==> src/rtl/writeback_pkg.sv <==
// writeback_pkg: shared widths and the queue entry layout {wb, rd_num, data}.
package writeback_pkg;
    localparam int WORD = 32;
    localparam int W_RD = 5;
    typedef struct packed {
        logic            wb;
        logic [W_RD-1:0] rd_num;
        logic [WORD-1:0] data;
    } wb_entry_t;
endpackage

==> src/rtl/wb_fifo.sv <==
// wb_fifo: 2-entry result queue with push/pop, full/empty and per-entry read-out for bypass.
module wb_fifo
    import writeback_pkg::*;
(
    input  logic            clk,
    input  logic            rst,
    input  logic            push,
    input  logic            pop,
    input  wb_entry_t       din,
    output wb_entry_t       head,
    output logic            full,
    output logic            empty,
    output wb_entry_t [1:0] ents,
    output logic            wptr
);
    logic       rptr;
    logic [1:0] cnt;
    always_ff @(posedge clk) begin
        if (rst) begin
            wptr       <= 1'b0;
            rptr       <= 1'b0;
            cnt        <= 2'd0;
            ents[0].wb <= 1'b0;
            ents[1].wb <= 1'b0;
        end else begin
            if (push) begin
                ents[wptr] <= din;
                wptr       <= ~wptr;
            end
            if (pop)
                rptr <= ~rptr;
            cnt <= cnt + {1'b0, push} - {1'b0, pop};
        end
    end
    assign head  = ents[rptr];
    assign full  = cnt == 2'd2;
    assign empty = cnt == 2'd0;
endmodule

==> src/rtl/writeback.sv <==
// writeback: buffers execute results and drains them into the register-file write port.
// Define WB_BYPASS_EN to build the decode bypass search over queued results.
module writeback
    import writeback_pkg::*;
(
    input  logic            clk,
    input  logic            rst,
    input  logic            v_i,
    output logic            stall_o,
    input  logic [W_RD-1:0] rd_num_i,
    input  logic            wb_i,
    input  logic [WORD-1:0] rd_data_i,
    input  logic            rf_busy_i,
    output logic            rf_we_o,
    output logic [W_RD-1:0] rf_waddr_o,
    output logic [WORD-1:0] rf_wdata_o,
    input  logic [W_RD-1:0] q_num_i,
    output logic            q_hit_o,
    output logic [WORD-1:0] q_data_o,
    output logic [31:0]     retired_o
);
    wb_entry_t       din, head;
    wb_entry_t [1:0] ents;
    logic            full, empty, wptr, hv, push, pop;
    logic [31:0]     retired;
    assign din  = '{wb: wb_i, rd_num: rd_num_i, data: rd_data_i};
    assign hv   = ~empty;
    assign push = v_i & ~full;
    assign pop  = hv & (~head.wb | ~rf_busy_i);
    wb_fifo u_fifo (
        .clk   (clk),
        .rst   (rst),
        .push  (push),
        .pop   (pop),
        .din   (din),
        .head  (head),
        .full  (full),
        .empty (empty),
        .ents  (ents),
        .wptr  (wptr)
    );
    always_ff @(posedge clk) begin
        if (rst)
            retired <= 32'd0;
        else if (pop)
            retired <= retired + 32'd1;
    end
    assign stall_o    = full;
    assign retired_o  = retired;
    assign rf_we_o    = hv & head.wb & ~rf_busy_i & ~rst;
    assign rf_waddr_o = hv ? head.rd_num : '0;
    assign rf_wdata_o = hv ? head.data : '0;
`ifdef WB_BYPASS_EN
    // Newest entry sits just behind the write pointer; the older one is valid only when full.
    logic m_new, m_old;
    assign m_new    = hv & ents[~wptr].wb & (ents[~wptr].rd_num == q_num_i) & (q_num_i != '0);
    assign m_old    = full & ents[wptr].wb & (ents[wptr].rd_num == q_num_i) & (q_num_i != '0);
    assign q_hit_o  = m_new | m_old;
    assign q_data_o = m_new ? ents[~wptr].data : m_old ? ents[wptr].data : '0;
`else
    logic unused_byp;
    assign unused_byp = ^{q_num_i, ents, wptr};
    assign q_hit_o    = 1'b0;
    assign q_data_o   = '0;
`endif
endmodule

==> config.mk <==
export PLATFORM = sky130hd
export DESIGN_NAME = writeback
export DESIGN_NICKNAME = d
export VERILOG_FILES = /design/src/rtl/writeback_pkg.sv /design/src/rtl/wb_fifo.sv /design/src/rtl/writeback.sv
export SDC_FILE = /design/constraint.sdc
export NUM_CORES = 1
export LEC_CHECK = 0
export CORE_ASPECT_RATIO = 2
export CORE_MARGIN = 2
export CORE_UTILIZATION = 40
export DETAILED_ROUTE_END_ITERATION = 6
export PLACE_DENSITY = 0.7
export SYNTH_ARGS = -nofsm -noshare
export SYNTH_HDL_FRONTEND = slang
export SYNTH_SLANG_ARGS = --single-unit
==> constraint.sdc <==
create_clock -name clk -period 7.1 [get_ports clk]
set_input_delay 1.42 -clock clk [delete_from_list [all_inputs] [get_ports clk]]
set_output_delay 1.42 -clock clk [all_outputs]
set_load 0.01 [all_outputs]
==> summary.md <==
| Metric | Value |
|---|---|
| Die ar. | `13400 µm²` |
| Synth Area in Compound Gates | `5.23%` |
| Arrival time worst endpoint | `approximately 3.1 ns` |
| Crit path largest cell delay | `0.61 ns` |
| RSZ-0062 raised after global routing | `no` |
| Core area | `~12000 µm²` |
| I/O pin count | `151` |
| DR vias/cell | `between 5 and 6` |
| Worst setup EP type | `output port` |
| Post-CTS Hold Fix Bufs | `0` |
| DR pass1 iterations | `4` |
| Synth Register Bits | `roughly 110` |
| Hold crit path type | `reg2reg` |
| Initial antenna violation count | `0` |
| CTS tree | `done` |
| Req. time, crit path | `around 5.7 ns` |
| # port buffers | `between 100 and 150` |
| Final number of hold-violating endpoints | `0` |
| Die H | `162 µm` |
| Top-area cell type share of the netlist area | `44.6%` |
| Critical R2R Capture | `u_fifo.cnt[1]$_SDFF_PP0_` |
| Hold EP | `retired_o[30]$_SDFFE_PP0P_` |
| RePlAce Congestion | `0.744` |
| Cell area power density | `292 nW/µm²` |
| Nets | `577` |
| Asr flop ratio synth | `0%` |
| Max clock buf depth | `2` |
| Relative slew slack | `a little under two fifths` |
| Setup tns final | `0 ns` |
| Post-DP HPWL | `around 7200 µm` |
| Fin crit period | `approximately 4.5 ns` |
| Setup bufs post-CTS | `0` |
| CTS H-tree depth | `3` |
| Critical path class | `in2out` |
| Clock transition at path regs | `0.07 ns` |
| Final ANT Viol Nets | `0` |
| VDD IR max | `0.000211 V` |
| DRC | `0` |
| First-pass GRT wire length | `~17000 µm` |
| CP most frequent cell | `clkdlybuf4s50_1` |
| Area delta synth->final | `28.7%` |
| Hold_sp | `retired_o[30]$_SDFFE_PP0P_` |
| Synth area leaders | `edfxtp_1 (45%), dfxtp_1 (15%), mux2i_1 (8.0%)` |
| Slew Viols, Final | `0` |
| Fraction of layout cells with a size suffix above 1 | `6.95%` |
| Area after DPL | `6120 µm²` |
| Cells after synthesis | `421` |
| Root buf cell | `clkbuf_16` |
| Chip width | `~83 µm` |
| Post-synthesis mux area share | `10.5%` |
| Post-synthesis simple-gate area fraction | `around 14%` |
| Least-Margin Pin Slew | `0.930 ns` |
| Largest net degree at the start of global routing | `52` |
| Cell Chain, Critical Path | `clkdlybuf4s50_1, buf_4, nor4_1, clkdlybuf4s50_1` |
| Post-DR wirelength/cell | `about 15 µm` |
| Cell variety after synth | `38` |
| Ys flop type | `edfxtp_1` |
| Hold Path Stages | `2` |
| Commonest non-fill, non-tap cells in the layout | `clkdlybuf4s50_1 (112), edfxtp_1 (74), nor2_1 (56), mux2i_1 (40), dfxtp_1 (37)` |
| Worst Reg-to-Reg Cells | `9` |
| Worst-path fanout max | `between 50 and 60` |
| Resize count post-CTS | `0` |
| Status | `complete, no violations` |
| R2r setup slk | `about 4.4 ns` |
| Synth Area in XOR/XNOR | `under 10%` |
| Total GRT Usage | `roughly 15%` |
| Commonest non-fill, non-tap cell in the layout | `clkdlybuf4s50_1` |
| Mapped cell area | `around 5000 µm²` |
| DR iter-0 viols | `193` |
| Leakage power | `around 2.2 nW` |
| Drt total wl | `10400 µm` |
| EDFF count, synth | `74` |
| Yosys warns | `0` |
| Clk_skew | `~0.0046 ns` |
| Final period util | `a little under two thirds` |
| Vias | `3467` |
| FMAX | `roughly 220 MHz` |
| Clock sinks | `roughly 110` |
| Initial Util | `41.1%` |
| Syn_area_per_cell | `between 10 and 15 µm²` |
| Max-cap violations | `0` |
| Seq/Total Area, Yosys | `approximately 60%` |
| Cell taking the most area after synthesis | `edfxtp_1` |
| Worst path top cell family by delay | `buffers and inverters` |
| Grt total ovfl | `0` |
| CP max-delay cell | `clkdlybuf4s50_1` |
| Post-synthesis adder-cell area fraction | `less than 1%` |
| Antenna diodes | `0` |
| Site Rows | `57` |
| Fillers | `1082` |
| Worst skew pair latency | `~0.35 ns` |
| CP Launch Type | `primary input` |
| Design area | `6410 µm²` |
| FF-to-FF Start | `u_fifo.rptr$_SDFFE_PP0P_` |
| Final setup fails | `0` |
| Buffers and inverters on the worst path | `3` |
| Final Util | `around 53%` |
| CTS Buf Count | `9` |
| Largest family of logic cells by synthesized area | `simple AND/OR/NAND/NOR gates` |
| Number of global-route vias before repair | `about 3500` |
[worst max-delay path by stage]
stage | startpoint | endpoint | cells past startpoint
6_report | rst | rf_we_o | 4
5_1_grt | rst | rf_we_o | 4
4_1_cts | rst | rf_we_o | 4
3_5_place_dp | rst | rf_we_o | 4
3_3_place_gp | rst | rf_we_o | 4
2_1_floorplan | rst | u_fifo.ents[38]$_DFFE_PP_ | 3
[sequential cells by signal, indices dropped and copies added, names as in the netlist]
signal / cells
u_fifo.ents: 76
u_fifo.wptr: 1
u_fifo.rptr: 1
u_fifo.cnt: 2
retired_o: 32
[per-layer routing]
layer  up-vias  global-route usage [%]  routed length [µm]
li1       1680                       -                   -
met1      1631                    16.4                4060
met2       143                    28.6                5410
met3        13                    4.17                 721
met4         0                    6.04                 188
met5         -                       0                   0
[cells by family after synthesis]
kind of cell | Yosys count
XOR/XNOR | 8
multiplexers | 51
AO/OA/AOI/OAI | 43
flip-flops | 112
buffers and inverters | 65
other | 1
AND/OR/NAND/NOR | 138
adder cells (fa/ha/maj) | 3
[cells in the mapped netlist, types with 6 or more instances]
| cell type | number |
|---|---|
| mux2i_1 | 40 |
| or4_1 | 12 |
| dfxtp_1 | 38 |
| nand4_1 | 6 |
| nor2_1 | 57 |
| nand3_1 | 11 |
| nor4_1 | 7 |
| edfxtp_1 | 74 |
| xnor2_1 | 6 |
| mux2_2 | 11 |
| a21oi_1 | 19 |
| o31ai_1 | 12 |
| o21ai_0 | 6 |
| clkbuf_1 | 12 |
| inv_1 | 11 |
| buf_4 | 33 |
| and4_1 | 6 |
| nand2_1 | 11 |
| nor2b_1 | 11 |
[worst reg2reg max path, stage by stage, from the launching register on]
cell and delay, ns:
dfxtp_2 0.31, buf_4 0.53, mux2_2 0.44, a21oi_1 0.44, ha_1 0.32, inv_1 0.06, ha_1 0.15, xor2_1 0.18
xnor2_1 0.13, nor2_1 0.05
[where the power goes]
| group | total, W | leakage [nW] | internal [W] | switching [W] |
|---|---|---|---|---|
| clock | 0.000495 | 0.142 | 0.000248 | 0.000247 |
| sequential | 0.000775 | 0.985 | 0.000749 | 0.0000256 |
| combinational | 0.000600 | 1.08 | 0.000300 | 0.000300 |
[through the flow]
step | setup WS [ns] | cells | hold WS [ns] | total power [W]
after floorplan | 2.01 | 453 | 0.464 | 0.00113
after global placement | 2.50 | 663 | 0.476 | 0.00139
after detailed placement | 2.55 | 663 | 0.500 | 0.00140
after CTS | 2.53 | 679 | 0.511 | 0.00189
after global routing | 2.44 | 679 | 0.555 | 0.00197
final | 2.56 | 679 | 0.506 | 0.00187
[final cells by class]
cell class                 instances  area [µm²]  share of cell area [%]
sequential                       112        2980                    46.6
inverter                          11        41.3                   0.645
clock inverter                     6        57.6                   0.898
clock buffer                      10         229                    3.57
timing repair buffer             117        1160                    18.1
tap                              147         184                    2.87
multi-input combinational        276        1750                    27.3
Power figures use the tool's default switching activity.
